## src/rtl/buf_rr_arbiter.sv

```systemverilog
`default_nettype none
// ============================================================================
//  Module      : buf_rr_arbiter
//  Description : Round-robin arbiter sharing one registered output word stage
//                between NUM_REQ valid/ready requesters. The winner's word is
//                captured together with its source index; one word per cycle
//                is sustained while downstream is ready.
//  Revision    : 1.0 - initial release
// ============================================================================
module buf_rr_arbiter #(
    parameter int NUM_REQ = 4,
    parameter int DATA_W  = 32,
    parameter int SRC_W   = 2
) (
    input  logic                      clk,
    input  logic                      reset,
    input  logic [NUM_REQ-1:0]        req_valid,
    input  logic [NUM_REQ*DATA_W-1:0] req_data,
    output logic [NUM_REQ-1:0]        req_ready,
    output logic                      out_valid,
    output logic [DATA_W-1:0]         out_data,
    output logic [SRC_W-1:0]          out_src,
    input  logic                      out_ready
);

    logic [SRC_W-1:0]  r_rr_ptr;
    logic              r_out_valid;
    logic [DATA_W-1:0] r_out_data;
    logic [SRC_W-1:0]  r_out_src;

    logic [DATA_W-1:0] w_words [NUM_REQ];
    logic              w_found;
    logic [SRC_W-1:0]  w_win;
    logic              w_can_accept;
    logic              w_accept;

    // Unpack the flattened request bus into one word per requester.
    for (genvar gi = 0; gi < NUM_REQ; gi++) begin : g_unpack
        assign w_words[gi] = req_data[gi*DATA_W +: DATA_W];
    end

    // Search from the round-robin pointer upward (wrapping) for the first
    // valid requester. NUM_REQ is a power of two, so SRC_W-bit addition wraps.
    always_comb begin
        w_found = 1'b0;
        w_win   = '0;
        for (int k = 0; k < NUM_REQ; k++) begin
            if (!w_found && req_valid[r_rr_ptr + SRC_W'(k)]) begin
                w_found = 1'b1;
                w_win   = r_rr_ptr + SRC_W'(k);
            end
        end
    end

    // The register can take a new word when empty or when it drains this cycle.
    assign w_can_accept = !r_out_valid || out_ready;
    assign w_accept     = w_found && w_can_accept && !reset;
    assign req_ready    = w_accept ? (NUM_REQ'(1) << w_win) : '0;

    // Output register and pointer: accept (possibly replacing a draining
    // word), plain drain, or hold on stall.
    always_ff @(posedge clk) begin
        if (reset) begin
            r_out_valid <= 1'b0;
            r_out_data  <= '0;
            r_out_src   <= '0;
            r_rr_ptr    <= '0;
        end else if (w_accept) begin
            r_out_valid <= 1'b1;
            r_out_data  <= w_words[w_win];
            r_out_src   <= w_win;
            r_rr_ptr    <= w_win + SRC_W'(1);
        end else if (out_ready) begin
            r_out_valid <= 1'b0;
        end
    end

    assign out_valid = r_out_valid;
    assign out_data  = r_out_data;
    assign out_src   = r_out_src;

endmodule
`default_nettype wire

```

## config.mk

```make
export PLATFORM = sky130hd
export DESIGN_NAME = buf_rr_arbiter
export DESIGN_NICKNAME = d
export VERILOG_FILES = /design/src/rtl/buf_rr_arbiter.sv
export SDC_FILE = /design/constraint.sdc
export NUM_CORES = 1
export LEC_CHECK = 0
export BUFFER_PORTS_ARGS = -buffer_cell sky130_fd_sc_hd__buf_2
export CORE_MARGIN = 3
export CORE_UTILIZATION = 43
export CTS_BUF_LIST = sky130_fd_sc_hd__clkbuf_4
export DETAILED_ROUTE_END_ITERATION = 12
export PLACE_DENSITY_LB_ADDON = 0.25
export SLEW_MARGIN = 20
export SYNTH_ARGS = -nofsm -noshare
export SYNTH_HDL_FRONTEND = slang
export SYNTH_SLANG_ARGS = --single-unit
```

## constraint.sdc

```tcl
create_clock -name clk -period 2.7 [get_ports clk]
set_input_delay 0.54 -clock clk [delete_from_list [all_inputs] [get_ports clk]]
set_output_delay 0.54 -clock clk [all_outputs]
set_load 0.02 [all_outputs]
```

---- After elaboration in Yosys (flattened, before gate mapping) ----
Cells that the tools add are included.
word-level totals
  bits in registers ....................... 37
  bits in latches ......................... 0
  memory bits (writable) .................. 0
  ROM bits ................................ 0
  bits of input ports ..................... 135
  output and inout bits ................... 39
  word-level logic and storage cells ...... 49
  memories ................................ 0
cells by class
  $add $sub $neg .......................... 4
  multipliers ............................. 0
  divide/modulo/power cells ............... 0
  magnitude comparators ................... 5
  equality and inequality tests ........... 0
  shift-type cells ........................ 1
  muxes and demuxes ....................... 22
  bitwise gates (word level) .............. 1
  reduce and logical (&&, ||, !) cells .... 12
operators with widths
  kind                 count
  $bmux 32 s2          1
  $mux 32              2
  $lt 2x3->1 const B   4
  $mux 1               10
  $bmux 1 s2           4
  $mux 2               4
  $logic_and 1x1->1    5
  $logic_not 1->1      5
  $add 2x1->2 const B  2
  $add 2x2->2 const B  2
  $mux 4               1
  $shl 1x2->4 const A  1
  $ge 3x3->1 const B   1
  $not 2->3            1
  $reduce_bool 2->1    1
  $logic_or 1x1->1     1

---- Depth between registers and ports, before layout ----
Gate-level depths: netlist of run 1.
  word-level depth ........................ 16
  depth in mapped cells ................... 7
  depth with buffers taken out ............ 5

---- Worst setup path before layout of run 1 ----
OpenSTA, ideal clock, no wires.
  kind .................................... input to output
  start ................................... input req_valid[0]
  end ..................................... output req_ready[0]
  arrival time ............................ 1.895 ns
  data required time ...................... 2.160 ns
  slack ................................... 0.265 ns
  cell stages on the path ................. 7
  path buffers ............................ 2
  cells stage by stage .................... nor2b_1 -> nor2_1 -> o22a_1 -> or3_1 -> buf_2 -> buf_2 -> nor2_1
on the way
  longest elaborated chain between the ends .. 15
  elaborated cells on any way between the ends .. 26
  classes of those cells .................. 1 x shift; 17 x mux; 8 x reduce/logical
ends and longest elaborated chain
  item                            line  RTL
  start: declaration              17    input logic [NUM_REQ-1:0] req_valid,
  $bmux 1 s2                      48    if (!w_found && req_valid[r_rr_ptr + SRC_W'(k)]) begin
  $mux 1 (not written as such)    48
  $mux 1                          48
  $logic_not 1->1                 48
  $logic_and 1x1->1               48
  $mux 1                          48
  $logic_not 1->1                 48
  $logic_and 1x1->1               48
  $mux 1                          48
  $logic_not 1->1                 48
  $logic_and 1x1->1               48
  $mux 1                          48
  $logic_and 1x1->1 (2 in a row)  57    assign w_accept = w_found && w_can_accept && !reset;
  $mux 4 *                        58    assign req_ready = w_accept ? (NUM_REQ'(1) << w_win) : '0;
  end: declaration                19    output logic [NUM_REQ-1:0] req_ready,
Mark *: on every way between the ends. The rest lies on a longest branch, timed or not. The select of a mux whose other input is x is not followed.

---- Worst setup path in the final report of run 1 ----
  start ................................... register r_rr_ptr[1]
  end ..................................... output req_ready[1]
on the way
  longest elaborated chain between the ends .. 15
  elaborated cells on any way between the ends .. 29
  classes of those cells .................. 3 x add/sub; 1 x shift; 17 x mux; 8 x reduce/logical
ends and longest elaborated chain
  item                                                  line  RTL
  start: declaration                                    26    logic [SRC_W-1:0] r_rr_ptr;
  start signal: assignment                              72    r_rr_ptr <= w_win + SRC_W'(1);
  branches (longest 14 deep; another with $add 2x1->2)  -
  $mux 4 *                                              58
Every way passes the cells marked *. The select of a mux whose other input is x is not followed.

==> results.txt, run 1 <==
The run finished with clean final reports. The initial standard-cell utilization of the core came out at 0.4644. The remaining number of nets flagged by the antenna check after routing is 0, and the worst reg2reg path depth is 6. The signal arrival time at the worst endpoint is 1.87 ns, and the synthesized netlist cell count is 221. For this run, the post-layout net count is 524. Summed over all layers, the global routing overflow is 0. 0 antenna diodes ended up in the layout.

The element type at the critical path start was a flop. The tools report the area of the mapped netlist as 2120 um2. The first global-routing pass estimated 10.27 mm of wire.

Before antenna repair, the detailed router went through 4 iterations. Setup clock skew after layout: 0.005134 ns. Along the worst hold path, the cell count comes to 2.

For this run, the number of Yosys warnings is 0. The core region is 4564 um2. The run gives 2 as the number of levels the H-tree was split into. The met3 demand-to-capacity share in global routing came out at 0.06974. For this design the total switching power over the nets is 612.0 uW. The number of global-route vias before repair is 2,252.

The total global routing track utilization is 0.2137. Setup violations remaining at the end of the flow were counted as 0. The count of final max-slew check failures is 0, and the die width is 76.21 um. The internal power component is 1063 uW, and the required time of the worst setup path is 2.16 ns. After detailed routing, the total wire length is 6.389 mm. Post-route fraction of the period consumed by the critical path: 0.8915. The analysis attributes to cell leakage a power of 0.001576 uW. The met2 global-route usage came out at 0.3954. The met1 usage in global routing is 0.2286. For the fill cell instance count of the final layout, the log shows 395. Worst hold endpoint: out_data[7]. The number of port buffers was 173; the areal power density over the cells was 550.5 nW/um2. The number of buffers added by the clock tree synthesis step is 5. In the post-synthesis netlist, the biggest area contributors are dfxtp_1 35%, mux2i_1 30%, o221ai_1 14%. In this run the core area contains 24 standard-cell rows. Using the TritonRoute via totals, the vias-per-cell ratio works out to 5.134.

Derived from the worst setup path, the maximum achievable clock frequency is 0.4154 GHz. The overall die area came out at 5807 um2. Entering global routing, the biggest net connects 40 pins. dfxtp_1 takes more of the synthesized area than any other cell. The min-delay analysis places its worst path in the category reg2reg.

The count of unique library cells instantiated by Yosys was 23; the share of layout cells above drive strength 1 was 0.4833. The area share of the leading cell type in the synthesized netlist came out at 0.3495. For the proportion of synthesized chip area in sequential cells, the log shows 0.3495.

The slew at the pin with the worst max-slew slack was 0.4747 ns; the setup TNS was 0 ns. The tools report the headroom to the max-slew limit as 0.6835. The clock-pin slew of the registers on the worst-case setup and hold paths was 0.11 ns; the mean post-synth cell area was 9.591 um2. The tool flagged a number of max-cap violations equal to 0.

In this run the post-CTS setup repair buffer count came out at 0. The worst setup path is captured at an output port. The number of nets in the synthesized netlist is 356.

The maximum number of buffers from clock root to sink was 2. The tree is rooted in a clkbuf_4. The die is 76.21 um tall.

Number of flops mapped to enable cells by yosys: 0. Post-synthesis sequential element count: 37. Among all flip-flop cells after synthesis, the most frequent one is dfxtp_1. The maximum vdd drop was 0.0002868 V; the clock sink count was 37. The multi-input combinational cells in the finished layout cover a total of 1237 um2. The logs give 0.8636 for the last weighted congestion value of the routability-driven placer and 0 for the number of instances resized during post-cts repair.

The global routing's busiest layer was met2. Across the whole layout, storage elements account for 740.7 um2. Growth of design area from synthesis to finish: 43.57%. The final routed wire length divided by cell count came out at 14.07 um.

The run gives 0.428 as the fraction of power consumed by combinational cells. The logs give 0 for the final hold violation count and 0 for the number of antenna violations at the first check in global routing. The critical path class is reg2out.

The minimum clock period was 2.407 ns. Endpoint of the lowest-slack register-to-register path: out_data[3]. Total via count in the routed design: 2,331. The clock network power share is 0.167. Setup repair after global routing left no endpoint under its margin.

Net switching fraction of the power: 0.3654. The run gives 1675 uW as the total design power. TritonCTS built the clock tree. The HPWL after detailed placement is 4.982 mm.

The share of power burned in registers is 0.404, and the number of remaining DRC errors is 0. For this block, the initial DRC count from the detailed router was 72. Setup slack on the worst reg-to-reg path comes out at 0.69 ns. The startpoint identified for the worst register-to-register timing path is r_rr_ptr[0].

In this run, post-CTS hold repair placed 0 buffers. The fraction of registers with async set/reset came out at 0. The startpoint identified for the worst hold timing path is out_data[7]. The tools report the source-to-sink clock delay at the later pin of the worst-skew pair as 0.33 ns. The largest fanout of any net on the critical path is 5, and the number of top-level design ports is 174.
kinds of logic (layout without fill, tap and decap cells):
kind of cell | count (synthesis) | in the layout | synth area share
xor+xnor | 1 | 1 | 0.004133
compound gates | 43 | 43 | 0.1653
simple gates | 55 | 55 | 0.1110
flops | 37 | 37 | 0.3495
mux | 64 | 64 | 0.3022
buf+inv | 21 | 189 | 0.06788
cell usage in the layout, fill, tap and decap left out, drive strengths merged:
cell / count
clkinv: 1
nor2b: 3
mux2i: 64
dfxtp: 37
nor3: 1
clkbuf: 6
a21oi: 6
inv: 3
o22a: 1
nand2: 37
a21o: 2
or3: 1
nor4: 1
o221ai: 33
nor2: 11
buf: 179
or4: 1
xnor2: 1
a211oi: 1
routing by layer:
layer  vias up  wire (um)  part of all wire
met2       103       3319              0.52
li1       1164          -                 -
met5         -          0                 0
met4         0         59            0.0092
met1      1058       2447              0.38
met3         6        562             0.088
flip-flops by register name (all words and copies together), names as in the netlist:
| signal | cells |
|---|---|
| out_data | 32 |
| out_valid | 1 |
| r_rr_ptr | 2 |
| out_src | 2 |
synthesized netlist by cell type (2+ instances only):
cell type,n
a21o_1,2
a21oi_1,6
buf_12,2
buf_2,5
buf_4,3
clkbuf_1,6
dfxtp_1,37
inv_1,3
mux2i_1,64
nand2_1,36
nor2_1,11
nor2b_1,3
o221ai_1,33
power groups by stage:
stage / clock network, uW / logic [uW] / registers [uW]
finish: 280 / 718 / 677
global route: 308 / 778 / 691
CTS: 288 / 727 / 678
detailed placement: 0 / 728 / 687
global placement: 0 / 714 / 687
floorplan: 0 / 405 / 789
how the worst max path moves through the flow:
stage	slack, ns	cells past startpoint	endpoint	start
after floorplan	0.27	7	req_ready[0]	req_valid[0]
after global placement	0.36	7	req_ready[0]	req_valid[0]
after detailed placement	0.33	7	req_ready[0]	req_valid[0]
after CTS	0.28	6	req_ready[0]	r_rr_ptr[1]
after global routing	0.13	6	req_ready[1]	r_rr_ptr[0]
final	0.29	6	req_ready[1]	r_rr_ptr[1]
critical path: stages (launching register included):
cell	delay, ns
dfxtp_1	0.42
a21o_1	0.13
a21oi_1	0.06
o22a_1	0.23
or3_1	0.42
nor2_1	0.10
buf_2	0.17
per-stage QoR:
stage                     instances  utilization  hold WS (ns)  worst slack [ns]  cell area [um2]
after detailed placement        447       0.6560        0.4410            0.3290             2994
after global routing            454       0.6667        0.4592            0.1334             3043
after CTS                       454       0.6667        0.4507            0.2757             3043
final                           454       0.6667        0.4667            0.2929             3043
after floorplan                 221            -        0.4942            0.2653             2120
after global placement          447       0.6560        0.4372            0.3569             2994
area by class of cell:
| class | instances | area share |
|---|---|---|
| Tap cell | 65 | 0.02673 |
| Clock buffer | 6 | 0.01480 |
| Timing Repair Buffer | 179 | 0.3035 |
| Sequential cell | 37 | 0.2434 |
| Multi-Input combinational cell | 163 | 0.4067 |
| Clock inverter | 1 | 0.001234 |
| Inverter | 3 | 0.003701 |
No activity file was read; power rests on OpenSTA's default activity.
==> inputs of run 2 (changes only) <==
- CAP_MARGIN: unset -> 20
- MAX_ROUTING_LAYER: unset -> met4
==> run 2 against run 1 <==
Global-route usage grew 0.58 points. Critical endpoint unchanged. Utilization is the same. Register-to-register slack is essentially flat. Critical path type unchanged. Clock-buffer cell count is the same.
==> results.txt, run 2 (synthesized netlist as in run 1, its figures left out) <==
The worst hold path passes through 2 cells. The wire-length estimate of the detail-placed layout is 4.982 mm. In this run the worst path has a maximum fanout of 5. Gates resized during post-CTS repair numbered 0. The number of port buffers is 173. For the headroom to the max-slew limit, the log shows 0.6835. The total congestion overflow after global routing was 0; the number of design-rule violations left by the first detailed-router iteration was 74. The routed design uses 3.331 mm of met2 wire. Summed over all layers, the routed wires come to 6.390 mm. On the worst path, the slowest cell contributes a delay of 0.42 ns. The tools report the endpoint of the lowest-slack register-to-register path as out_data[3].

The clock-pin slew of the registers on the worst-case setup and hold paths is 0.11 ns. The library cell used most frequently in the layout, excluding fill and tap cells, is buf_2. The global-route wire length before repair is 10.27 mm, and the number of setup violations in the final report is 0. The die covers 5807 um2. In this run the register-to-register setup slack is 0.69 ns.

The areal power density over the cells was 550.3 nW/um2. The uppermost layer routed is met4. For the maximum vdd drop, the log shows 0.0002866 V.

Clock latency on the worst-skew pair, taken at its later pin, is 0.33 ns. The number of global-route vias before repair is 2,257, and the final routed wire length divided by cell count is 14.07 um. The tools report the master cell of the clock root buffer as clkbuf_4. The number of top-level design ports is 174.

Once the clock tree was built, the setup fixing pass inserted 0 buffers. Overall power consumption after layout is estimated at 1674 uW. For the worst setup path, the data arrival time is 1.87 ns.

The congestion estimate from routability-driven global placement came to 0.8775. Tracing the worst setup path back leads to its startpoint at r_rr_ptr[1]. After floorplanning, the core was sized to cover 4564 um2. The critical path endpoint is req_ready[1]. In this run, CTS created clock tree buffers numbering 5.

The length of the first detailed-routing pass in iterations is 4, and the fraction of power consumed by combinational cells is 0.428. From left edge to right edge, the die measures 76.21 um. The run finished with clean final reports. The total via count in the routed design is 2,324. The tools report the clock sink count as 37. The final-stage net count came out at 524.

The fmax is 0.4155 GHz. The initial standard-cell utilization of the core was 0.4644. Summed over all nets, the switching power comes to 611.4 uW. For this block, wires on met1 add up to 2.480 mm. TritonCTS built the clock tree. In this run the worst hold path is classified as reg2reg. Setup repair after global routing left no endpoint under its margin. The post-route fraction of the period consumed by the critical path is 0.8915, and the fill cell instance count of the final layout is 395. The logs give 0 for the number of remaining DRC errors and 1063 uW for the internal power component. The number of antenna violations at the first check in global routing was 0; the minimum clock period was 2.407 ns. Leakage power of the design: 0.001576 uW. 0 antenna diodes ended up in the layout. Number of max-cap violations: 0. The register with the most flip-flops in the layout has 32 of them. Across all hold checks on the routed design, the worst slack comes to 0.4664 ns.

The worst setup path is launched from a flop. Using the TritonRoute via totals, the vias-per-cell ratio works out to 5.119. In this run the remaining antenna-violating nets after routing total 0.

The critical path goes through a21o_1, a21oi_1, o22a_1, or3_1, nor2_1, buf_2. The clock network power share is 0.167, and the slew at the pin with the worst max-slew slack is 0.4747 ns. The setup TNS came out at 0 ns. Row generation in the floorplan step produced 24 rows. Total of hold buffers inserted after clock tree synthesis: 0.

The count of final max-slew check failures came out at 0. The worst setup path is captured at an output port. The die is 76.21 um tall. The pin count of the biggest net entering global routing was 40; the share of power burned in registers was 0.404. The clock passes through at most 2 buffers. The logs give 0 for the final hold violation count and 2.16 ns for the required time of the worst setup path.

Setup clock skew after layout: 0.005257 ns. The placed instances occupy a cell area of 2994 um2. Reg-to-reg critical path startpoint: r_rr_ptr[0]. The met3 layer wire length in the routed design is 517 um. The post-route cell area was 3043 um2; the number of levels the H-tree was split into was 2. The total global routing track utilization is 0.2195, and the growth of design area from synthesis to finish is 43.57%.

The net switching fraction of the power is 0.3652. The critical path class was reg2out. The worst register-to-register path has a depth of 6. The library cells used most frequently in the layout, excluding fill and tap cells, are 173 x buf_2, 64 x mux2i_1, 37 x dfxtp_1. Share of layout cells above drive strength 1: 0.4833.

On the critical path, the stage with the largest delay is an instance of dfxtp_1.
==> run 2: cell counts in the layout (fill, tap and decap cells not counted) <==
No cell type changed its count.
==> run 2: worst min path at each step <==
stage                       from           end
global route               reset     out_valid
global placement    out_data[15]  out_data[15]
finish               out_data[7]   out_data[7]
detailed placement  out_data[23]  out_data[23]
floorplan            r_rr_ptr[0]   r_rr_ptr[0]
CTS                        reset     out_valid
==> run 2: final cells by class <==
| cell class | instances | area [um2] | area share |
|---|---|---|---|
| multi-input cells | 163 | 1237 | 0.4067 |
| clock buffers | 6 | 45.04 | 0.01480 |
| flip-flops and latches | 37 | 740.7 | 0.2434 |
| well taps | 65 | 81.33 | 0.02673 |
| clock inverters | 1 | 3.754 | 0.001234 |
| inverters | 3 | 11.26 | 0.003701 |
| repair buffers | 179 | 923.4 | 0.3035 |
==> run 2: per-stage QoR <==
stage	std cells	worst slack, ns	util
floorplan	221	0.2653	-
global placement	447	0.3569	0.6560
detailed placement	447	0.3290	0.6560
CTS	454	0.2757	0.6667
global route	454	0.1334	0.6667
finish	454	0.2931	0.6667
==> run 2: critical path, delay by kind of cell, from the launching register on <==
kind / cells / cell delay (ns)
buffers and inverters: 1 / 0.17
and+or+nand+nor: 2 / 0.52
DFF: 1 / 0.42
AOI/OAI and AO/OA: 3 / 0.42
==> run 2: power by group through the flow <==
stage          Clock (uW)  Combinational, uW  Sequential (uW)
3_5_place_dp            0                728              687
6_report              280                717              677
4_1_cts               288                727              678
3_3_place_gp            0                714              687
2_1_floorplan           0                405              789
5_1_grt               307                778              691
==> run 2: layer usage <==
| metal | track usage | vias up |
|---|---|---|
| met1 | 0.2337 | 1053 |
| li1 | - | 1164 |
| met2 | 0.3963 | 101 |
| met5 | - | - |
| met4 | 0.06522 | 0 |
| met3 | 0.05910 | 6 |
